**src/rtl/figo_pkg.sv**
```systemverilog
// figo_pkg: shared definitions for the move transmitter.
//   - 3-bit room encodings and the room-valid check
//   - step-symbol table, keyed by the room being left
//   - transmitter state enum and counter widths
package figo_pkg;

    localparam int unsigned ROOM_W = 3;
    localparam int unsigned STEP_W = 2;
    localparam int unsigned CNT_W  = 8;

    localparam logic [ROOM_W-1:0] ROOM0 = 3'd0;
    localparam logic [ROOM_W-1:0] ROOM1 = 3'd1;
    localparam logic [ROOM_W-1:0] ROOM2 = 3'd2;
    localparam logic [ROOM_W-1:0] ROOM3 = 3'd3;

    // One step command: first is sent before second on the serial line.
    typedef struct packed {
        logic first;
        logic second;
    } symbol_t;

    typedef enum logic [2:0] {
        ST_IDLE,
        ST_LOAD,
        ST_BIT1,
        ST_BIT2,
        ST_WAIT_ACK,
        ST_DONE,
        ST_ERR
    } tx_state_t;

    // Symbol that moves the controller out of room src.
    function automatic symbol_t step_symbol(input logic [STEP_W-1:0] src);
        symbol_t s;
        unique case (src)
            2'd0:    s = symbol_t'(2'b10);
            2'd1:    s = symbol_t'(2'b00);
            2'd2:    s = symbol_t'(2'b11);
            default: s = symbol_t'(2'b01);
        endcase
        return s;
    endfunction

    // Codes 4..7 on the controller room report are invalid.
    function automatic logic room_valid(input logic [ROOM_W-1:0] room);
        return room <= ROOM3;
    endfunction

endpackage

```
**src/rtl/figo_move_tx_if.sv**
```systemverilog
// figo_move_tx_if: request channel, controller link and status of the
// move transmitter.
//   master: requester/controller side (drives req_valid, req_room, cur_room)
//   slave : transmitter side (drives req_ready, input_data, busy, done, err)
interface figo_move_tx_if;
    import figo_pkg::*;

    logic                req_valid;
    logic                req_ready;
    logic [STEP_W-1:0]   req_room;
    logic [ROOM_W-1:0]   cur_room;
    logic                input_data;
    logic                busy;
    logic                done;
    logic                err;

    modport master (
        output req_valid, req_room, cur_room,
        input  req_ready, input_data, busy, done, err
    );

    modport slave (
        input  req_valid, req_room, cur_room,
        output req_ready, input_data, busy, done, err
    );

endinterface

```
**src/rtl/figo_bit_timer.sv**
```systemverilog
// figo_bit_timer: reloadable down-counter shared by bit-period and
// ack-timeout timing.
//   clk, reset   : clock, async active-low reset
//   load         : reload counter with load_val (takes priority)
//   load_val     : number of clocks until expire_c
//   expire_c     : high for one cycle, the last clock of the loaded period
module figo_bit_timer
    import figo_pkg::*;
(
    input  logic             clk,
    input  logic             reset,
    input  logic             load,
    input  logic [CNT_W-1:0] load_val,
    output logic             expire_c
);

    logic [CNT_W-1:0] cnt;

    // Count down to zero and park there until the next reload.
    always_ff @(posedge clk or negedge reset) begin
        if (!reset) begin
            cnt <= '0;
        end else if (load) begin
            cnt <= load_val;
        end else if (cnt != '0) begin
            cnt <= cnt - CNT_W'(1);
        end
    end

    // A load of N at the state-entry edge lets the owner leave N edges later.
    assign expire_c = (cnt == CNT_W'(1));

endmodule

```
**src/rtl/figo_move_tx.sv**
```systemverilog
// figo_move_tx: walks the room controller from its current room to a
// requested room, sending one 2-bit serial symbol per step and waiting
// for the controller's room report to advance after each symbol.
//   clk, reset : clock, async active-low reset
//   bus        : figo_move_tx_if.slave (request channel, cur_room input,
//                input_data serial output, busy/done/err status)
// Parameters: BIT_CYCLES (clocks per serial bit), ACK_TIMEOUT (clocks
// allowed for the room report to advance after a symbol).
module figo_move_tx
    import figo_pkg::*;
#(
    parameter int unsigned BIT_CYCLES  = 1,
    parameter int unsigned ACK_TIMEOUT = 16
) (
    input  logic          clk,
    input  logic          reset,
    figo_move_tx_if.slave bus
);

    tx_state_t          state;
    tx_state_t          state_next;

    logic [ROOM_W-1:0]  src_room;
    logic [STEP_W-1:0]  tgt_room;
    logic [STEP_W-1:0]  steps_left;

    logic [STEP_W-1:0]  steps_c;
    logic [STEP_W-1:0]  exp_room_c;
    logic               accept_c;
    logic               ack_c;
    logic               room_bad_c;
    symbol_t            sym_c;

    logic               tmr_load_c;
    logic [CNT_W-1:0]   tmr_val_c;
    logic               tmr_expire_c;

    logic               ready_q;
    logic               busy_q;
    logic               done_q;
    logic               err_q;
    logic               data_q;

    assign accept_c   = bus.req_valid && ready_q && (state == ST_IDLE);
    // Ring distance; 2-bit subtraction wraps room 3 back to room 0.
    assign steps_c    = tgt_room - src_room[STEP_W-1:0];
    assign exp_room_c = src_room[STEP_W-1:0] + STEP_W'(1);
    assign room_bad_c = !room_valid(bus.cur_room);
    assign ack_c      = (bus.cur_room == {1'b0, exp_room_c});
    assign sym_c      = step_symbol(src_room[STEP_W-1:0]);

    figo_bit_timer u_timer (
        .clk      (clk),
        .reset    (reset),
        .load     (tmr_load_c),
        .load_val (tmr_val_c),
        .expire_c (tmr_expire_c)
    );

    // State register.
    always_ff @(posedge clk or negedge reset) begin
        if (!reset) begin
            state <= ST_IDLE;
        end else begin
            state <= state_next;
        end
    end

    // Next-state and timer reload decode.
    always_comb begin
        state_next = state;
        tmr_load_c = 1'b0;
        tmr_val_c  = CNT_W'(BIT_CYCLES);

        unique case (state)
            ST_IDLE: begin
                if (accept_c) state_next = ST_LOAD;
            end
            // An invalid starting room wins over a zero-step request.
            ST_LOAD: begin
                if (!room_valid(src_room))  state_next = ST_ERR;
                else if (steps_c == '0)     state_next = ST_DONE;
                else                        state_next = ST_BIT1;
            end
            ST_BIT1: begin
                if (tmr_expire_c) state_next = ST_BIT2;
            end
            ST_BIT2: begin
                if (tmr_expire_c) state_next = ST_WAIT_ACK;
            end
            // A matching report on the timeout clock still counts as an ack.
            ST_WAIT_ACK: begin
                if (room_bad_c)                    state_next = ST_ERR;
                else if (ack_c)                    state_next = (steps_left == STEP_W'(1)) ? ST_DONE : ST_BIT1;
                else if (tmr_expire_c)             state_next = ST_ERR;
            end
            ST_DONE:  state_next = ST_IDLE;
            ST_ERR:   state_next = ST_IDLE;
            default:  state_next = ST_IDLE;
        endcase

        // Reload on entry to every timed state.
        if ((state_next != state) &&
            ((state_next == ST_BIT1) || (state_next == ST_BIT2) || (state_next == ST_WAIT_ACK))) begin
            tmr_load_c = 1'b1;
        end
        if (state_next == ST_WAIT_ACK) begin
            tmr_val_c = CNT_W'(ACK_TIMEOUT);
        end
    end

    // Move context: endpoints latched on accept, source advanced per ack.
    always_ff @(posedge clk or negedge reset) begin
        if (!reset) begin
            src_room   <= ROOM0;
            tgt_room   <= '0;
            steps_left <= '0;
        end else begin
            if (accept_c) begin
                src_room <= bus.cur_room;
                tgt_room <= bus.req_room;
            end
            if (state == ST_LOAD) begin
                steps_left <= steps_c;
            end
            if ((state == ST_WAIT_ACK) && ack_c) begin
                src_room   <= {1'b0, exp_room_c};
                steps_left <= steps_left - STEP_W'(1);
            end
        end
    end

    // Registered outputs. Status and serial data follow the state one clock
    // later; req_ready is decoded from the next state so a request can never
    // be accepted twice.
    always_ff @(posedge clk or negedge reset) begin
        if (!reset) begin
            ready_q <= 1'b0;
            busy_q  <= 1'b0;
            done_q  <= 1'b0;
            err_q   <= 1'b0;
            data_q  <= 1'b0;
        end else begin
            ready_q <= (state_next == ST_IDLE);
            busy_q  <= (state != ST_IDLE);
            done_q  <= (state == ST_DONE);
            err_q   <= (state == ST_ERR);
            unique case (state)
                ST_BIT1: data_q <= sym_c.first;
                ST_BIT2: data_q <= sym_c.second;
                default: data_q <= 1'b0;
            endcase
        end
    end

    assign bus.req_ready  = ready_q;
    assign bus.busy       = busy_q;
    assign bus.done       = done_q;
    assign bus.err        = err_q;
    assign bus.input_data = data_q;

endmodule

```
**src/flat_wrapper.sv**
```systemverilog
// flat-port wrapper written by rule: the top's interface ports become plain ports
module figo_move_tx_flat import figo_pkg::*;
#(
    parameter int unsigned BIT_CYCLES  = 1,
    parameter int unsigned ACK_TIMEOUT = 16
)
  (clk, reset, bus_req_valid, bus_req_room, bus_cur_room, bus_req_ready, bus_input_data, bus_busy, bus_done, bus_err);
  figo_move_tx_if bus_i ();
  input  logic clk;
  input  logic reset;
  input wire logic [$bits(bus_i.req_valid)-1:0] bus_req_valid;
  input wire logic [$bits(bus_i.req_room)-1:0] bus_req_room;
  input wire logic [$bits(bus_i.cur_room)-1:0] bus_cur_room;
  output wire logic [$bits(bus_i.req_ready)-1:0] bus_req_ready;
  output wire logic [$bits(bus_i.input_data)-1:0] bus_input_data;
  output wire logic [$bits(bus_i.busy)-1:0] bus_busy;
  output wire logic [$bits(bus_i.done)-1:0] bus_done;
  output wire logic [$bits(bus_i.err)-1:0] bus_err;
  assign bus_i.req_valid = bus_req_valid;
  assign bus_i.req_room = bus_req_room;
  assign bus_i.cur_room = bus_cur_room;
  assign bus_req_ready = bus_i.req_ready;
  assign bus_input_data = bus_i.input_data;
  assign bus_busy = bus_i.busy;
  assign bus_done = bus_i.done;
  assign bus_err = bus_i.err;
  figo_move_tx #(.BIT_CYCLES(BIT_CYCLES), .ACK_TIMEOUT(ACK_TIMEOUT)) u_core (.clk(clk), .reset(reset), .bus(bus_i));
endmodule
```
**config.mk**
```make
export PLATFORM = sky130hd
export DESIGN_NAME = figo_move_tx_flat
export DESIGN_NICKNAME = d
export VERILOG_FILES = /design/src/rtl/figo_pkg.sv /design/src/rtl/figo_move_tx_if.sv /design/src/rtl/figo_bit_timer.sv /design/src/rtl/figo_move_tx.sv /design/src/flat_wrapper.sv
export SDC_FILE = /design/constraint.sdc
export NUM_CORES = 1
export LEC_CHECK = 0
export CELL_PAD_IN_SITES_DETAIL_PLACEMENT = 1
export CELL_PAD_IN_SITES_GLOBAL_PLACEMENT = 2
export CORE_MARGIN = 2
export CORE_UTILIZATION = 40
export DETAILED_ROUTE_END_ITERATION = 6
export PLACE_DENSITY_LB_ADDON = 0.1
export SETUP_SLACK_MARGIN = 0.4
export SLEW_MARGIN = 20
export SYNTH_ARGS = -nofsm -noshare
export SYNTH_HDL_FRONTEND = slang
export SYNTH_SLANG_ARGS = --single-unit
```
**constraint.sdc**
```tcl
create_clock -name clk -period 7 [get_ports clk]
set_input_delay 1.4 -clock clk [delete_from_list [all_inputs] [get_ports clk]]
set_output_delay 1.4 -clock clk [all_outputs]
set_load 0.01 [all_outputs]
```
Yosys cells after proc, flatten, opt, wreduce, memory -nomap -nowiden:

Index checks and enable logic that the tools add are counted.

* $add $sub $neg: 4
* magnitude comparators: 2
* equality and inequality tests: 15
* muxes and demuxes: 20
* reduce and logical (&&, ||, !) cells: 15

Operators with widths (count)
* 3-bit 2-to-1 mux: 11
* 8-bit 2-to-1 mux: 2
* 3-bit one-hot mux with 5 select lines: 1
* 3-bit by 2-bit == test with 1-bit output, second input constant: 4
* 3-bit == test, second input constant: 4
* 8-bit by 1-bit == test with 1-bit output, second input constant: 1
* 8-bit nonzero test: 1
* 8-bit by 1-bit subtractor with 8-bit output, second input constant: 1
* 3-bit by 2-bit <= comparator with 1-bit output, second input constant: 2
* 3-bit zero test: 2
* 2-bit one-hot mux with 3 select lines: 1
* 2-bit nonzero test: 3
* 5-bit 2-to-1 mux: 1
* 2-bit by 1-bit == test with 1-bit output, second input constant: 2
* 1-bit logical AND: 4
* 2-bit zero test: 2
* 2-bit 2-to-1 mux: 2
* 3-bit by 1-bit == test with 1-bit output, second input constant: 1
* 3-bit by 2-bit == test with 1-bit output: 1
* 3-bit != test: 1
* 3-bit nonzero test: 1
* 2-bit by 1-bit adder with 2-bit output, second input constant: 1
* 2-bit == test, second input constant: 1
* 1-bit logical OR: 2
* other kinds (4): 4

* bits in registers: 23
* input port bits: 8
* output and inout port bits: 5
* word-level logic and storage cells: 66

Longest topological paths before layout:

* depth after elaboration: 11
* mapped depth: 8
* mapped depth without buffers: 8

Cells and area by module:

A second synthesis with hierarchy kept.

* cells, all modules: 158
* area, all modules: 1501.4 um^2

By module, submodules not included
* figo_move_tx: times used 1, cells each 97, area an instance 960.9 um^2
* figo_bit_timer: times used 1, cells each 61, area an instance 540.5 um^2

Worst setup path before layout:

OpenSTA, ideal clock, no wires.

* path type: input to register
* from: in bus_cur_room[1]
* to: reg u_core.u_timer.cnt[1]
* setup time: 94 ps
* arrival time: 2773 ps
* path slack: 4133 ps
* cell stages on the path: 6
* buffers on the path: 0
* path through: xor2_2 -> o41ai_1 -> o211ai_4 -> o2111ai_2 -> mux2i_4 -> a221oi_2

* cells in the longest elaborated chain, start to end: 10
* elaborated cells between the ends (all ways): 15

Ends and longest elaborated chain
* start: declaration: line flat_wrapper.sv:13 `input wire logic [$bits(bus_i.cur_room)-1:0] bus_cur_room;`
* parallel branches: the longest is 2 deep, another holds 3-bit by 2-bit <= comparator with 1-bit output
* 3-bit 2-to-1 mux *: line figo_move_tx.sv:93 `if (room_bad_c) state_next = ST_ERR;`
* 3-bit one-hot mux with 5 select lines *: line figo_move_tx.sv:75 `unique case (state)`
* via u_core.state_next[2]: line figo_move_tx.sv:21 `tx_state_t state_next;`
* 3-bit by 2-bit == test with 1-bit output: line figo_move_tx.sv:104 `((state_next == ST_BIT1) || (state_next == ST_BIT2) || (state_next == ST_WAIT_ACK))) begin`
* 1-bit logical OR (2 in series): line figo_move_tx.sv:104
* 1-bit logical AND *: line figo_move_tx.sv:103 `if ((state_next != state) &&`
* 1-bit 2-to-1 mux *: line figo_move_tx.sv:103
* 8-bit 2-to-1 mux / 2-bit nonzero test (equally long branches)
* end signal: assignment: line figo_bit_timer.sv:24 `cnt <= load_val;`
* end signal: assignment: line figo_bit_timer.sv:26 `cnt <= cnt - CNT_W'(1);`
* end: declaration: line figo_bit_timer.sv:17 `logic [CNT_W-1:0] cnt;`

Mark *: on every way through the listed nets, which the timed path passes.
A chain may end at the register's enable or synchronous reset.

Worst setup path after layout:

* from: in bus_cur_room[1]
* to: reg u_core.u_timer.cnt[1]

* cells in the longest elaborated chain, start to end: 10
* elaborated cells between the ends (all ways): 15

Ends and longest elaborated chain (line)
* parallel branches: the longest is 2 deep, another holds 3-bit by 2-bit <= comparator with 1-bit output
* 3-bit 2-to-1 mux *: figo_move_tx.sv:93
* 3-bit one-hot mux with 5 select lines *: figo_move_tx.sv:75
* 3-bit by 2-bit == test with 1-bit output: figo_move_tx.sv:104
* 1-bit logical OR (2 in series): figo_move_tx.sv:104
* 1-bit logical AND *: figo_move_tx.sv:103
* 1-bit 2-to-1 mux *: figo_move_tx.sv:103
* 8-bit 2-to-1 mux / 2-bit nonzero test (equally long branches)

Mark *: on every way between the ends.

==> impl_metrics.yaml <==
sta:
  worstMarginPinSlew_ns: 0.940
  finalHoldViolCount: 0
  fmax_ghz: 0.306
  period_share_pct: 46.6
  grt_setup_unrepaired: "false"
  max_slew_margin_pct: 36.5
  slew_viol_final: 0
  setup_viol: 0
  tns_ns: 0
  final.setup_skew_ns: 0.00542
  period_needed_ns: 3.26
setup_path:
  cp.arrival_ns: 3.45
  crit_path_max_fanout: 8
  crit_path_end_kind: "flop"
  cp_data_required_time_ns: 7.18
  crit_chain: "clkdlybuf4s50_1, xor2_2, nor4b_2, a21oi_1, o211ai_1, a221o_2, a221oi_2"
  crit_buf_inv: 1
  path_delay_family: "compound AO/OA/AOI/OAI gates"
  start_kind: "input port"
  critPathKind: "input port to flop"
  slowest_stage: "clkdlybuf4s50_1"
  max_stage_delay_ns: 0.53
cts:
  cts-root-buf: "clkbuf_8"
  cts_num_sinks: 23
  clk_pin_slew_worst_paths_ns: 0.09
  clock_latency_ns: 0.27
  cts_max_path_buffers: 2
  htree_levels: 1
  cts_buffers: 3
  cts_setup_buffers: 0
  cts_tree: "yes"
  postCtsHoldBufs: 0
  ctsResizeCount: 0
min_path:
  min_path_type: "flop to flop"
power_and_ir_drop:
  power_density_nw_per_um2: 500
  share_seq_of_total_power_pct: 32.0
  combPwrFrac_pct: 58.0
  clkPwrFrac_pct: 10.0
  ir_drop_v: 0.000159
  p_leak_nw: 0.691
  power_mw: 0.849
  netSwitchingPower_mw: 0.384
  switching_share_pct: 45.3
  internal_power_mw: 0.465
final_layout:
  nFillCells: 423
  area_growth_pct: 13.7
  diodes: 0
  nNetsFinal: 175
  multiInputGateArea_sq_um: 875
  postLayoutCoreUtil_pct: 46.7
  final_layout_size_suffix_gt1_share_pct: 19.1
  design_area_sq_um: 1700
  final-seq-area_sq_um: 576
floorplan:
  die_x_microns: 65.1
  core_area_sq_um: 3630
  start_util_pct: 41.1
  dieHeight_microns: 65.1
  die-area_sq_um: 4240
  placementRows: 22
  ios: 13
route:
  vias_per_cell: 5.51
  num_vias: 1130
  wl_per_cell_microns: 17.1
  first_iter_violations: 19
  drc: 0
  ant_nets: 0
  firstDrtPassIters: 4
  drt_wl_total_microns: 3510
placed_design:
  globalplace.congestion: 0.807
  portBuffers: 12
  place_area_sq_um: 1660
  hpwl_microns: 2750
run:
  drv_cap: 0
run_status:
  status: "complete, no violations"
grt:
  grt_overflow: 0
  grt_pass1_vias: 1248
  antenna_found_initial: 0
  grt_max_degree: 24
  grt_pass1_wl_microns: 6040
  grt_usage_pct: 19.1
yosys:
  avgSynthCellArea_sq_um: 10.4
  yosys_warnings: 0
  syn_area_sq_um: 1490
  syn_nets: 161
  synth-seq-cells: 23
  synth_cells: 144
  synth.distinct_cells: 47
  ys_seq_area_share_pct: 38.5
## placed cells by master, fill, tap and decap left out, types with 4 or more instances in the layout
| cell type | instances |
|---|---|
| dfrtp_1 | 23 |
| nand2_1 | 17 |
| nor2_1 | 12 |
| clkdlybuf4s50_1 | 11 |
| a21oi_1 | 10 |
| ha_1 | 9 |
| inv_1 | 6 |
| xnor2_1 | 6 |
| nor3_1 | 5 |
| o21ai_0 | 4 |
## routing by layer
metal	up-vias	GRT usage [%]	routed length [microns]
met5	-	0	0
met1	575	21.9	1510
met3	4	2.57	60
met2	9	35.7	1880
met4	0	7.81	57
li1	542	-	-
## cell usage after synthesis, drive strengths merged
cell	count	area share (%)
a211oi	2	1.7
a21oi	10	3.4
a221o	1	0.75
a221oi	1	1.0
a22o	1	0.59
a22oi	2	1.0
a311oi	1	1.8
a31o	1	1.2
and3b	1	0.67
buf	3	1.2
dfrtp	23	39
ha	9	7.5
inv	7	1.8
mux2	2	1.5
mux2i	1	1.5
nand2	18	4.7
nand2b	1	0.42
nand3	1	0.33
nand4	2	0.84
nor2	13	3.4
nor2b	2	0.84
nor3	5	1.7
nor3b	3	1.5
nor4	2	1.8
nor4b	2	1.6
o2111ai	1	1.0
o211ai	4	2.9
o21ai	4	1.3
o31ai	1	0.50
o41ai	1	0.59
or2	2	1.0
or3	6	3.5
or4	1	0.50
or4b	1	0.67
xnor2	6	3.5
xnor3	1	1.6
xor2	2	1.7
## through the flow
step	hold slack [ns]	instances	setup WS, ns
6_report	0.536	205	3.74
5_1_grt	0.591	205	3.65
4_1_cts	0.545	205	3.74
3_5_place_dp	0.512	201	3.44
3_3_place_gp	0.500	201	3.53
2_1_floorplan	0.474	144	4.13
## layout make-up
class / instances / area share (%)
Timing Repair Buffer: 12 / 6.78
Clock buffer: 3 / 2.43
Inverter: 7 / 1.55
Multi-Input combinational cell: 111 / 51.5
Tap cell: 48 / 3.54
Sequential cell: 23 / 33.9
Clock inverter: 1 / 0.295
## power groups by stage
stage | Combinational, mW | Clock, mW | Sequential, mW
after floorplan | 0.401 | 0 | 0.243
after global placement | 0.480 | 0 | 0.269
after detailed placement | 0.495 | 0 | 0.274
after CTS | 0.503 | 0.0874 | 0.272
after global routing | 0.542 | 0.0948 | 0.284
final | 0.493 | 0.0850 | 0.272
## kinds of logic after synthesis
kind of cell | synth area share, %
simple gates | 23.5
compound gates | 17.7
flops | 38.5
buf+inv | 2.93
xor+xnor | 6.78
fa+ha+maj | 7.54
mux | 3.01
## state kept, by name (all words and copies together), names as in the netlist
signal,cells
u_core.bus.busy,1
u_core.bus.done,1
u_core.bus.err,1
u_core.bus.input_data,1
u_core.bus.req_ready,1
u_core.src_room,3
u_core.state,3
u_core.steps_left,2
u_core.tgt_room,2
u_core.u_timer.cnt,8
## worst paths after layout
path	from	endpoint	slack [ns]	cells past startpoint
hold / removal	u_core.src_room[2]	u_core.src_room[2]	0.54	2
setup / recovery	bus_cur_room[1]	u_core.u_timer.cnt[1]	3.74	7
setup reg to reg	u_core.src_room[0]	u_core.u_timer.cnt[2]	4.43	8
min in group asynchronous	reset	u_core.src_room[0]	1.10	1
hold reg to reg	u_core.src_room[2]	u_core.src_room[2]	0.54	2
max in group asynchronous	reset	u_core.src_room[1]	5.55	1
## tightest hold or removal path: stages, from the launching register on
cell	delay, ns
dfrtp_1	0.39
nand2_1	0.07
nand2_1	0.05
(Power assumes the default switching activity.)
